===== src/rtl/compute_unit_pkg.sv =====
`default_nettype none
//============================================================================
// Module   : compute_unit_pkg
// Purpose  : Shared widths, opcode map and sequencer FSM encoding for the
//            16-bit-instruction compute unit front end.
// Contents : INSTR_W, DATA_W, OP_* opcodes, OP_MAX, S_* state encoding,
//            opcode_legal() helper.
// Revision : 1.0 - initial release
//============================================================================
package compute_unit_pkg;

   localparam int INSTR_W = 16;
   localparam int DATA_W  = 8;

   // Opcode map: upper nibble of the instruction
   localparam logic [3:0] OP_NOP = 4'h0;
   localparam logic [3:0] OP_ADD = 4'h1;
   localparam logic [3:0] OP_SUB = 4'h2;
   localparam logic [3:0] OP_AND = 4'h3;
   localparam logic [3:0] OP_OR  = 4'h4;
   localparam logic [3:0] OP_LDI = 4'h5;
   localparam logic [3:0] OP_MOV = 4'h6;
   localparam logic [3:0] OP_XOR = 4'h7;
   localparam logic [3:0] OP_MAX = OP_XOR;

   // Issue FSM encoding
   localparam logic [1:0] S_IDLE  = 2'd0;
   localparam logic [1:0] S_ISSUE = 2'd1;
   localparam logic [1:0] S_WAIT  = 2'd2;

   function automatic logic opcode_legal(input logic [3:0] op);
      return (op <= OP_MAX);
   endfunction

endpackage
`default_nettype wire


===== src/rtl/compute_unit_sequencer_fifo.sv =====
`default_nettype none
//============================================================================
// Module   : instr_fifo
// Purpose  : Synchronous FIFO holding assembled instructions.
// Ports    : clk, rst_n (async active-low), flush (sync clear),
//            push/din (write), pop/dout (head read, first-word fall-through),
//            full, empty, count (entries held).
// Revision : 1.0 - initial release
//============================================================================
module instr_fifo #(
   parameter int DEPTH = 4,
   parameter int WIDTH = 16,
   localparam int CNT_W = $clog2(DEPTH + 1),
   localparam int PTR_W = $clog2(DEPTH)
) (
   input  logic             clk,
   input  logic             rst_n,
   input  logic             flush,
   input  logic             push,
   input  logic [WIDTH-1:0] din,
   input  logic             pop,
   output logic [WIDTH-1:0] dout,
   output logic             full,
   output logic             empty,
   output logic [CNT_W-1:0] count
);

   logic [WIDTH-1:0] r_mem [DEPTH];
   logic [PTR_W-1:0] r_wr_ptr;
   logic [PTR_W-1:0] r_rd_ptr;
   logic [CNT_W-1:0] r_count;

   // Storage carries no reset; only pointers/count define what is valid.
   always_ff @(posedge clk) begin
      if (push) begin
         r_mem[r_wr_ptr] <= din;
      end
   end

   // DEPTH is a power of two, so pointers wrap naturally.
   always_ff @(posedge clk or negedge rst_n) begin
      if (!rst_n) begin
         r_wr_ptr <= '0;
         r_rd_ptr <= '0;
         r_count  <= '0;
      end else if (flush) begin
         r_wr_ptr <= '0;
         r_rd_ptr <= '0;
         r_count  <= '0;
      end else begin
         if (push) r_wr_ptr <= r_wr_ptr + 1'b1;
         if (pop)  r_rd_ptr <= r_rd_ptr + 1'b1;
         case ({push, pop})
            2'b10:   r_count <= r_count + 1'b1;
            2'b01:   r_count <= r_count - 1'b1;
            default: r_count <= r_count;
         endcase
      end
   end

   assign dout  = r_mem[r_rd_ptr];
   assign full  = (r_count == CNT_W'(DEPTH));
   assign empty = (r_count == '0);
   assign count = r_count;

endmodule
`default_nettype wire


===== src/rtl/compute_unit_sequencer.sv =====
`default_nettype none
//============================================================================
// Module   : compute_unit_sequencer
// Purpose  : Front end of the compute unit. Pairs stream bytes into 16-bit
//            instructions, queues them, issues one at a time over a
//            valid/ready handshake and captures the result after a fixed
//            latency. One instruction in flight removes RAW hazards.
// Ports    : clk, rst_n (async active-low), ena (global freeze), flush;
//            byte_in/byte_valid/byte_ready (instruction stream);
//            issue_instr/issue_valid/issue_ready (to compute unit);
//            result_in (from unit), result_out/result_valid (captured);
//            fifo_count, busy, err_opcode (status).
// Revision : 1.0 - initial release
//============================================================================
module compute_unit_sequencer
   import compute_unit_pkg::*;
#(
   parameter int FIFO_DEPTH = 4,
   parameter int RESULT_LAT = 1
) (
   input  logic                            clk,
   input  logic                            rst_n,
   input  logic                            ena,
   input  logic                            flush,
   input  logic [DATA_W-1:0]               byte_in,
   input  logic                            byte_valid,
   output logic                            byte_ready,
   output logic [INSTR_W-1:0]              issue_instr,
   output logic                            issue_valid,
   input  logic                            issue_ready,
   input  logic [DATA_W-1:0]               result_in,
   output logic [DATA_W-1:0]               result_out,
   output logic                            result_valid,
   output logic [$clog2(FIFO_DEPTH+1)-1:0] fifo_count,
   output logic                            busy,
   output logic                            err_opcode
);

   localparam int LAT_W = (RESULT_LAT > 1) ? $clog2(RESULT_LAT) : 1;
   localparam logic [LAT_W-1:0] C_LAT_RELOAD = LAT_W'(RESULT_LAT - 1);

   logic [1:0]         r_state;
   logic [1:0]         w_state_nxt;
   logic [LAT_W-1:0]   r_lat_cnt;
   logic [DATA_W-1:0]  r_hi_byte;
   logic               r_hi_pending;
   logic               r_err;
   logic [DATA_W-1:0]  r_result;
   logic               r_result_valid;

   logic               w_flush;
   logic               w_byte_acc;
   logic               w_push;
   logic               w_issue_hs;
   logic               w_lat_done;
   logic               w_fifo_full;
   logic               w_fifo_empty;
   logic [INSTR_W-1:0] w_fifo_head;
   logic [INSTR_W-1:0] w_instr;

   assign w_flush    = ena & flush;
   assign byte_ready = ena & ~flush & ~w_fifo_full;
   assign w_byte_acc = byte_valid & byte_ready;
   assign w_instr    = {r_hi_byte, byte_in};
   // Completed instructions with an illegal opcode are dropped, not queued.
   assign w_push     = w_byte_acc & r_hi_pending & opcode_legal(r_hi_byte[7:4]);
   assign w_issue_hs = issue_valid & issue_ready;
   assign w_lat_done = (r_state == S_WAIT) && (r_lat_cnt == '0);

   instr_fifo #(
      .DEPTH (FIFO_DEPTH),
      .WIDTH (INSTR_W)
   ) u_fifo (
      .clk   (clk),
      .rst_n (rst_n),
      .flush (w_flush),
      .push  (w_push),
      .din   (w_instr),
      .pop   (w_issue_hs),
      .dout  (w_fifo_head),
      .full  (w_fifo_full),
      .empty (w_fifo_empty),
      .count (fifo_count)
   );

   // FSM: state register
   always_ff @(posedge clk or negedge rst_n) begin
      if (!rst_n) begin
         r_state <= S_IDLE;
      end else begin
         r_state <= w_state_nxt;
      end
   end

   // FSM: next state
   always_comb begin
      w_state_nxt = r_state;
      if (w_flush) begin
         w_state_nxt = S_IDLE;
      end else if (ena) begin
         case (r_state)
            S_IDLE:  if (!w_fifo_empty) w_state_nxt = S_ISSUE;
            S_ISSUE: if (w_issue_hs)    w_state_nxt = S_WAIT;
            S_WAIT:  if (r_lat_cnt == '0) w_state_nxt = w_fifo_empty ? S_IDLE : S_ISSUE;
            default: w_state_nxt = S_IDLE;
         endcase
      end
   end

   // FSM: outputs. issue_valid is withheld during a flush cycle so the unit
   // never accepts an instruction whose result would be discarded.
   always_comb begin
      issue_valid = ena & ~flush & (r_state == S_ISSUE);
      issue_instr = (r_state == S_ISSUE) ? w_fifo_head : '0;
      busy        = (r_state != S_IDLE) | (fifo_count != '0) | r_hi_pending;
   end

   // Assembler, latency counter, result capture and sticky error flag
   always_ff @(posedge clk or negedge rst_n) begin
      if (!rst_n) begin
         r_hi_byte      <= '0;
         r_hi_pending   <= 1'b0;
         r_err          <= 1'b0;
         r_lat_cnt      <= '0;
         r_result       <= '0;
         r_result_valid <= 1'b0;
      end else if (ena) begin
         r_result_valid <= 1'b0;
         if (w_flush) begin
            r_hi_pending <= 1'b0;
            r_err        <= 1'b0;
            r_lat_cnt    <= '0;
         end else begin
            if (w_byte_acc) begin
               if (!r_hi_pending) begin
                  r_hi_byte    <= byte_in;
                  r_hi_pending <= 1'b1;
               end else begin
                  r_hi_pending <= 1'b0;
                  if (!opcode_legal(r_hi_byte[7:4])) r_err <= 1'b1;
               end
            end
            if (w_issue_hs) begin
               r_lat_cnt <= C_LAT_RELOAD;
            end else if ((r_state == S_WAIT) && (r_lat_cnt != '0)) begin
               r_lat_cnt <= r_lat_cnt - 1'b1;
            end
            if (w_lat_done) begin
               r_result       <= result_in;
               r_result_valid <= 1'b1;
            end
         end
      end
   end

   assign result_out   = r_result;
   assign result_valid = r_result_valid;
   assign err_opcode   = r_err;

endmodule
`default_nettype wire


===== config.mk =====
export PLATFORM = sky130hd
export DESIGN_NAME = compute_unit_sequencer
export DESIGN_NICKNAME = d
export VERILOG_FILES = /design/src/rtl/compute_unit_pkg.sv /design/src/rtl/compute_unit_sequencer_fifo.sv /design/src/rtl/compute_unit_sequencer.sv
export SDC_FILE = /design/constraint.sdc
export NUM_CORES = 1
export LEC_CHECK = 0
export ABC_AREA = 1
export BUFFER_PORTS_ARGS = -buffer_cell sky130_fd_sc_hd__buf_2
export CORE_UTILIZATION = 35
export CTS_BUF_LIST = sky130_fd_sc_hd__clkbuf_8
export DETAILED_ROUTE_END_ITERATION = 7
export PLACE_DENSITY = 0.55
export SKIP_LAST_GASP = 1
export SYNTH_ARGS = -nofsm -noshare
export SYNTH_HDL_FRONTEND = slang
export SYNTH_SLANG_ARGS = --single-unit

===== constraint.sdc =====
create_clock -name clk -period 2.62 [get_ports clk]
set_clock_uncertainty 0.05 [all_clocks]
set_input_delay 0.524 -clock clk [delete_from_list [all_inputs] [get_ports clk]]
set_output_delay 0.524 -clock clk [all_outputs]
set_load 0.01 [all_outputs]

==> flow_summary.yaml, run 1 <==
timing:
  finalSetupViolCount: 0
  finalSetupTns_ps: 0
  finalHoldViolations: 0
  tightest_slew_ps: 673
  max-slew-margin-rel_pct: 55.1
  rsz0062_at_grt: "false"
  max_freq_ghz: 0.442
  period_minus_slack_ps: 2260
  slew_viol_final: 0
  period_share_pct: 86.4
clock_tree:
  clock_latency_ps: 350
  postCtsSetupBuffers: 0
  cts_resized: 0
  clock_sinks: 93
  cts_root_buffer: "clkbuf_8"
  cts_tree: "yes"
  hold_buffers: 0
  clockBufferDepth: 2
  numCtsBuffers: 9
  clkSlewWorstSetupHoldPaths_ps: 90
  cts.htree.levels: 3
global_route:
  antenna_found_initial: 0
  grt_pass1_wl_um: 13800
  grt-ovfl-total: 0
  grt_usage_pct: 15.9
  grt_max_degree: 35
  grt_pass1_vias: 2620
placement:
  place_congestion: 0.756
  postPlaceCellArea_um2: 4380
  port_buffers: 53
  post-dp-hpwl_um: 5330
yosys:
  synth_edf_count: 64
  synth_seq_cells: 93
  syn_inst: 366
  yosysTopAreaCellShare_pct: 48.1
  syn_area_per_cell_um2: 10.9
  syn_area_um2: 4000
  yosysWarnings: 0
  synth_largest_area_cell: "edfxtp_1"
  yosysMostFrequentCell: "nor2_1"
  syn-num-nets: 394
  synth_commonest_cells: "77 x nor2_1, 64 x edfxtp_1, 55 x nand2_1, 35 x o21ai_0, 29 x dfrtp_1"
  synth.distinct_cells: 29
  seq_area_frac_synth_pct: 66.2
  synth_area_leaders: "edfxtp_1 48%, dfrtp_1 18%, nor2_1 7.2%"
  async_flop_share_pct: 31.2
  synth_ff_type: "edfxtp_1"
setup_path:
  path_common_cell: "nor2_1"
  cp_max_fo: 33
  critPathSlowestCell: "dfrtp_1"
  worstSetupStartpointType: "register"
  cp_data_required_time_ps: 2050
  cp_cell_sequence: "buf_4 > nor2_1 > nor2_1 > o21ai_0 > a21oi_1 > buf_2"
  crit_path_end_kind: "output port"
  crit_path_max_incr_delay_ps: 360
  arrival_ps: 1690
  r2r_cells: 7
  critPathKind: "reg -> out"
routing:
  drt-initial-drc-count: 129
  route.detailed.drc: 0
  ant_nets: 0
  routedWlPerCell_um: 15.2
  routed_via_density: 4.79
  dr.pass1.iters: 4
  wl_um: 8630
  vias: 2718
floorplanning:
  core-area_um2: 11000
  rows: 38
  start_util_pct: 36.4
  fp.dieH_um: 109
  ios: 54
  dieArea_um2: 11800
  die_x_um: 109
layout:
  layout.nets: 451
  antenna_cells: 0
  syn_to_final_growth_pct: 14.7
  regArea_um2: 2650
  fillCellCount: 1058
  drive_above_1_share_pct: 22.2
  multiInputGateArea_um2: 1170
  final_cell_area_um2: 4580
status:
  outcome: "complete, no violations"
power_and_ir_drop:
  ir_drop_mv: 0.381
  p_leak_nw: 1.95
  power.density_nw_per_um2: 822
job:
  cap_violations: 0
hold_path:
  hold_class: "in -> async"
metal layers:
layer | part of all wire (%) | global-route usage, % | wire [µm] | vias to the layer above
met5 | 0 | 0 | 0 | -
met4 | 0.44 | 3.47 | 38 | 0
met3 | 5.4 | 4.66 | 467 | 2
met2 | 50 | 26.8 | 4300 | 75
met1 | 44 | 20.3 | 3830 | 1296
li1 | - | - | - | 1345
path summary, 6_finish.rpt:
path | start | endpoint | slack, ps
min in group clk | result_in[5] | result_out[5]$_DFFE_PN0P_ | 350
worst max-delay path | u_fifo.r_rd_ptr[0]$_DFFE_PN0P_ | issue_instr[12] | 360
worst max register to register | r_state[1]$_DFFE_PN0P_ | u_fifo.count[1]$_DFFE_PN0P_ | 650
worst min-delay path | rst_n | r_hi_byte[3]$_DFFE_PN0P_ | 150
max in group asynchronous | rst_n | u_fifo.r_rd_ptr[0]$_DFFE_PN0P_ | 1930
worst min register to register | result_out[5]$_DFFE_PN0P_ | result_out[5]$_DFFE_PN0P_ | 420
cell type report:
type | instances | area share (%)
multi-input combinational | 239 | 25.5
inverter | 20 | 1.64
clock inverter | 7 | 1.66
tap | 140 | 3.82
clock buffer | 9 | 2.70
sequential | 93 | 57.8
timing repair buffer | 60 | 6.93
metrics by stage:
stage / instances / hold WS, ps / setup WS [ps] / utilization (%) / power, W
final: 568 / 148 / 356 / 41.7 / 0.00377
after global routing: 568 / 178 / 117 / 41.7 / 0.00402
after CTS: 568 / 159 / 320 / 41.7 / 0.00382
after detailed placement: 552 / 408 / 549 / 39.9 / 0.00286
after global placement: 552 / 401 / 594 / 39.9 / 0.00284
after floorplan: 366 / 178 / 483 / - / 0.00251
power breakdown:
part | total [W] | switching [W] | internal [W]
logic | 0.000888 | 0.000575 | 0.000313
registers | 0.00193 | 0.000157 | 0.00177
clock network | 0.000953 | 0.000507 | 0.000446
registers in the layout (all words and copies together) (netlist names), 2 cells and up:
register	flops
u_fifo.r_wr_ptr	2
u_fifo.r_mem	64
r_state	2
result_out	8
u_fifo.count	3
r_hi_byte	8
u_fifo.r_rd_ptr	2
cells by family after synthesis:
logic type,Yosys count,share of synthesized area (%)
AOI/OAI and AO/OA,58,7.42
xor gates and xnor gates,2,0.438
adders and majority gates,6,2.07
buffers and inverters,34,4.51
DFF,93,66.2
and+or+nand+nor,173,19.3
worst max-delay path: cells and delay by family (launching register included):
kind                   cells  cell delay, ps
AO/OA/AOI/OAI              2             280
buffers and inverters      2             520
flip-flops                 1             360
AND/OR/NAND/NOR            2             180
cells in the final DEF (no fill, tap or decap), drive strengths merged:
| master | n |
|---|---|
| clkbuf | 9 |
| a21oi | 18 |
| nand3 | 27 |
| edfxtp | 64 |
| a31oi | 1 |
| xor2 | 1 |
| nor2 | 82 |
| buf | 60 |
| nor3 | 1 |
| nand4 | 2 |
| o21ai | 38 |
| clkinvlp | 1 |
| nand2 | 61 |
| inv | 22 |
| fa | 1 |
| o22ai | 1 |
| clkinv | 3 |
| bufinv | 1 |
| ha | 5 |
| dfrtp | 29 |
| xnor2 | 1 |
Note: power is estimated with default switching activity, not from simulation.
==> inputs of run 2 (changes only) <==
--- a/config.mk
+++ b/config.mk
@@ -7,11 +7,12 @@
 export LEC_CHECK = 0
 export ABC_AREA = 1
 export BUFFER_PORTS_ARGS = -buffer_cell sky130_fd_sc_hd__buf_2
-export CORE_UTILIZATION = 35
+export CORE_UTILIZATION = 53
 export CTS_BUF_LIST = sky130_fd_sc_hd__clkbuf_8
 export DETAILED_ROUTE_END_ITERATION = 7
-export PLACE_DENSITY = 0.55
+export PLACE_DENSITY = 0.76
 export SKIP_LAST_GASP = 1
 export SYNTH_ARGS = -nofsm -noshare
 export SYNTH_HDL_FRONTEND = slang
+export SYNTH_HIERARCHICAL = 1
 export SYNTH_SLANG_ARGS = --single-unit
==> flow_summary.yaml, run 2 <==
global_route:
  grt_max_degree: 34
  grt_pass1_vias: 2596
  antenna_found_initial: 0
  grt-ovfl-total: 0
  grt_usage_pct: 22.2
  grt_pass1_wl_um: 12600
layout:
  drive_above_1_share_pct: 21.6
  regMostFlops: "u_fifo/r_mem"
  syn_to_final_growth_pct: 13.0
  post-route-util_pct: 62.6
  largest_reg_flops: 64
  layout.nets: 462
  final_cell_mix: "64 x edfxtp_1, 60 x nand2_1, 56 x nor2_1"
  final_common_cell: "edfxtp_1"
  antenna_cells: 0
  final_cell_area_um2: 4590
yosys:
  syn_area_um2: 4060
  synth_compound_area_share_pct: 9.36
  seq_area_frac_synth_pct: 65.2
  synth_top_family_by_area: "simple AND/OR/NAND/NOR gates"
  synthSimpleGateAreaFrac_pct: 16.1
  syn-num-nets: 401
  yosysTopAreaCellShare_pct: 47.3
  syn_area_per_cell_um2: 10.9
  synth_commonest_cells: "64 x edfxtp_1, 60 x nand2_1, 56 x nor2_1, 46 x inv_1, 31 x o21ai_0"
  synth_largest_area_cell: "edfxtp_1"
  synth_area_leaders: "edfxtp_1 47%, dfrtp_1 18%, nand2_1 5.5%"
  synth_edf_count: 64
  async_flop_share_pct: 31.2
  synth.distinct_cells: 27
  yosysWarnings: 6
  synth_ff_type: "edfxtp_1"
  yosysMostFrequentCell: "edfxtp_1"
  syn_inst: 374
  synth_adder_area_share_pct: 1.72
  muxShareOfSynthArea_pct: 0
  synth_seq_cells: 93
  synth_xor_area_share_pct: 0
routing:
  routed_via_density: 5.15
  wl_um: 8050
  vias: 2775
  routedWlPerCell_um: 14.9
  route.detailed.drc: 0
  drt-initial-drc-count: 236
  ant_nets: 0
  dr.pass1.iters: 4
placement:
  post-dp-hpwl_um: 5120
  place_congestion: 0.818
  port_buffers: 53
  postPlaceCellArea_um2: 4410
  place_ws_ps: 259
status:
  outcome: "complete, no violations"
power_and_ir_drop:
  p_leak_nw: 2.10
  ir_drop_mv: 0.355
  power.density_nw_per_um2: 811
timing:
  period_minus_slack_ps: 2410
  setup_slack_ps: 214
  rsz0062_at_grt: "false"
  tightest_slew_ps: 690
  period_share_pct: 91.8
  finalHoldViolations: 0
  max_freq_ghz: 0.416
  slew_viol_final: 0
  max-slew-margin-rel_pct: 54.0
  finalSetupTns_ps: 0
  finalSetupViolCount: 0
setup_path:
  arrival_ps: 1830
  cp_max_fo: 18
  crit_path_end_kind: "output port"
  r2r_cells: 12
  cp_cell_sequence: "inv_2 > o21ai_0 > o22ai_1 > inv_1 > nor2_1 > buf_2"
  critPathSlowestCell: "dfrtp_1"
  critPathBufInv: 3
  r2r_start: "u_fifo/count[0]$_DFFE_PN0P_"
  cp_data_required_time_ps: 2050
  critPathKind: "reg -> out"
  crit_path_max_incr_delay_ps: 510
  rr_endpoint: "u_fifo/count[2]$_DFFE_PN0P_"
  r2r_slack_ps: 270
  crit_family: "buffers and inverters"
  worstSetupStartpointType: "register"
  critPathLaunch: "u_fifo/r_rd_ptr[1]$_DFFE_PN0P_"
  critPathCapture: "issue_instr[8]"
  cp.depth: 6
floorplanning:
  core-area_um2: 7330
  rows: 31
  start_util_pct: 55.4
  ios: 54
  die_x_um: 89.6
  fp.dieH_um: 89.6
  dieArea_um2: 8020
clock_tree:
  clockBufferDepth: 2
  cts_resized: 0
  cts_root_buffer: "clkbuf_8"
  postCtsSetupBuffers: 0
  clkSlewWorstSetupHoldPaths_ps: 90
  hold_buffers: 0
  cts.htree.levels: 3
  clock_sinks: 93
  cts_tree: "yes"
  numCtsBuffers: 9
  clock_latency_ps: 350
hold_path:
  hold_class: "in -> async"
job:
  cap_violations: 0
[run 2: changes by cell type after synthesis, sizes merged, moves of 5 or more]
cell and change:
inv +29, nor3 +5, o22ai +15, a21oi -14, nand3 -6, nor2 -25, o21ai +6
[run 2: worst min-delay path by stage]
stage                                    startpoint                   endpoint  slack (ps)  cells past startpoint
after floorplan                               rst_n     err_opcode$_DFFE_PN0P_         180                      0
after global placement    result_out[2]$_DFFE_PN0P_  result_out[2]$_DFFE_PN0P_         400                      2
after detailed placement  result_out[2]$_DFFE_PN0P_  result_out[2]$_DFFE_PN0P_         400                      2
after CTS                                     rst_n   r_hi_byte[1]$_DFFE_PN0P_         170                      1
after global routing                          rst_n      r_lat_cnt$_DFFE_PN0P_         200                      1
final                                         rst_n     err_opcode$_DFFE_PN0P_         160                      1
[run 2: layout make-up]
| type | instances | area [µm²] |
|---|---|---|
| fillers | 559 | 2740 |
| flip-flops and latches | 93 | 2650 |
| multi-input cells | 218 | 1100 |
| repair buffers | 63 | 340 |
| inverters | 50 | 190 |
| clock buffers | 9 | 124 |
| well taps | 99 | 124 |
| clock inverters | 7 | 60.1 |
[run 2: cells by family after synthesis]
group	count (synthesis)
and+or+nand+nor	148
AOI/OAI and AO/OA	65
adders and majority gates	5
DFF	93
buffers and inverters	63
[run 2: report_power, final]
| group | switching (W) | internal [W] | leakage (nW) |
|---|---|---|---|
| clock network | 0.000469 | 0.000430 | 0.107 |
| logic | 0.000575 | 0.000338 | 1.03 |
| registers | 0.000154 | 0.00176 | 0.956 |
[run 2: stage by stage]
| step | total power (W) | hold slack (ps) | cells |
|---|---|---|---|
| after floorplan | 0.00253 | 178 | 374 |
| after global placement | 0.00282 | 400 | 523 |
| after detailed placement | 0.00285 | 404 | 523 |
| after CTS | 0.00375 | 173 | 539 |
| after global routing | 0.00396 | 203 | 539 |
| final | 0.00372 | 156 | 539 |
[run 2: metal layers]
metal	vias to the layer above	global-route usage, %	wire length, µm
met3	4	4.16	530
met5	-	0	0
li1	1374	-	-
met1	1308	28.6	3500
met4	0	10.8	78
met2	89	36.4	3940
==> inputs of run 3 (changes only) <==
--- a/config.mk
+++ b/config.mk
@@ -10,7 +10,7 @@
 export CORE_UTILIZATION = 53
 export CTS_BUF_LIST = sky130_fd_sc_hd__clkbuf_8
 export DETAILED_ROUTE_END_ITERATION = 7
-export PLACE_DENSITY = 0.76
+export PLACE_DENSITY = 0.83
 export SKIP_LAST_GASP = 1
 export SYNTH_ARGS = -nofsm -noshare
 export SYNTH_HDL_FRONTEND = slang
==> flow_summary.yaml, run 3 (synthesized netlist as in run 2, its figures left out) <==
timing:
  rsz0062_at_grt: "false"
  period_minus_slack_ps: 2420
  max_freq_ghz: 0.414
  slew_viol_final: 0
  tightest_slew_ps: 707
  finalSetupTns_ps: 0
  setup_slack_ps: 205
  max-slew-margin-rel_pct: 52.8
  finalHoldViolations: 0
  period_share_pct: 92.2
  hold_ws_ps: 146
  finalSetupViolCount: 0
global_route:
  grt_pass1_vias: 2539
  antenna_found_initial: 0
  grt_max_degree: 34
  grt_pass1_wl_um: 12000
  grt-ovfl-total: 0
  grt_usage_pct: 20.7
setup_path:
  worstSetupStartpointType: "register"
  crit_path_end_kind: "output port"
  arrival_ps: 1840
  cp_max_fo: 18
  critPathKind: "reg -> out"
  cp_cell_sequence: "inv_2 > o21ai_0 > o22ai_1 > inv_1 > nor2_1 > buf_2"
  crit_path_max_incr_delay_ps: 510
  r2r_cells: 12
  cp_data_required_time_ps: 2050
  critPathSlowestCell: "dfrtp_1"
layout:
  drive_above_1_share_pct: 21.9
  multiInputGateArea_um2: 1100
  largest_reg_flops: 64
  antenna_cells: 0
  layout.nets: 460
  final_cell_area_um2: 4640
  final_common_cell: "edfxtp_1"
  regArea_um2: 2650
  final_cell_mix: "64 x edfxtp_1, 60 x nand2_1, 56 x nor2_1"
  regMostFlops: "u_fifo/r_mem"
  syn_to_final_growth_pct: 14.2
  fillCellCount: 570
routing:
  wl_met3_um: 299
  wl_met1_um: 3350
  ant_nets: 0
  top_layer: "met4"
  dr_wl_met2_um: 3860
  dr.pass1.iters: 4
  routed_via_density: 5.12
  route.detailed.drc: 0
  wl_um: 7610
  routedWlPerCell_um: 14.2
  vias: 2749
  drt-initial-drc-count: 132
placement:
  postPlaceCellArea_um2: 4390
  place_ws_ps: 275
  place_congestion: 0.780
  port_buffers: 53
  post-dp-hpwl_um: 4810
clock_tree:
  cts_resized: 0
  numCtsBuffers: 9
  hold_buffers: 0
  postCtsSetupBuffers: 0
  cts_root_buffer: "clkbuf_8"
  clkSlewWorstSetupHoldPaths_ps: 90
  cts.htree.levels: 3
  clock_latency_ps: 350
  cts_tree: "yes"
  clock_sinks: 93
  clockBufferDepth: 2
status:
  outcome: "complete, no violations"
power_and_ir_drop:
  p_comb_share_pct: 22.4
  p_sw_share_pct: 30.7
  p_switching_w: 0.00121
  p_int_w: 0.00273
  power_frac_seq_pct: 48.7
  p_leak_nw: 2.11
  power.density_nw_per_um2: 847
  ir_drop_mv: 0.428
  clockPowerShare_pct: 28.9
floorplanning:
  fp.dieH_um: 89.6
  core-area_um2: 7330
  dieArea_um2: 8020
  die_x_um: 89.6
  rows: 31
  ios: 54
  start_util_pct: 55.4
job:
  cap_violations: 0
hold_path:
  hold_class: "in -> async"
## run 3: changes by cell type in the layout (fill, tap and decap cells not counted)
cell,previous run,this run
dfrtp_2,0,1
dfrtp_1,29,28
bufinv_16,1,3
clkinv_2,2,0
inv_8,0,1
inv_6,0,1
inv_1,49,47
buf_4,10,8
## run 3: worst max-delay path, delay by kind of cell, from the launching register on
family                 cells  cell delay (ps)
AO/OA/AOI/OAI              2              350
flip-flops                 1              510
AND/OR/NAND/NOR            1               90
buffers and inverters      3              530
## run 3: final cells by class
| type | count | share of cell area, % |
|---|---|---|
| clock buffer | 9 | 2.67 |
| clock inverter | 7 | 2.64 |
| tap | 99 | 2.67 |
| timing repair buffer | 61 | 7.01 |
| sequential | 93 | 57.1 |
| inverter | 50 | 4.10 |
| multi-input combinational | 218 | 23.8 |
## run 3: per-layer routing
layer | up-vias | global-route usage [%]
met3 | 12 | 3.97
li1 | 1373 | -
met1 | 1297 | 26.6
met4 | 0 | 7.50
met5 | - | 0
met2 | 67 | 35.1
## run 3: per-stage QoR
step                power (W)  util, %  std cells
global placement      0.00280     59.9        521
finish                0.00393     63.3        537
floorplan             0.00253        -        374
CTS                   0.00395     63.3        537
detailed placement    0.00284     59.9        521
global route          0.00418     63.3        537
## run 3: worst paths after layout
path / start / endpoint / slack (ps)
max: u_fifo/r_rd_ptr[1]$_DFFE_PN0P_ / issue_instr[8] / 200
min: rst_n / result_out[1]$_DFFE_PN0P_ / 150
max reg2reg: u_fifo/count[0]$_DFFE_PN0P_ / u_fifo/count[2]$_DFFE_PN0P_ / 370
min reg2reg: result_out[4]$_DFFE_PN0P_ / result_out[4]$_DFFE_PN0P_ / 430
max in group asynchronous: rst_n / u_fifo/r_rd_ptr[0]$_DFFE_PN0P_ / 1890
min in group clk: result_in[4] / result_out[4]$_DFFE_PN0P_ / 350
## run 3: power by group through the flow
stage                     Sequential [W]  Combinational [W]  Clock [W]
after floorplan                  0.00192           0.000602          0
after global placement           0.00193           0.000862          0
after detailed placement         0.00195           0.000891          0
after CTS                        0.00191           0.000893    0.00114
after global routing             0.00194            0.00102    0.00121
final                            0.00192           0.000879    0.00114
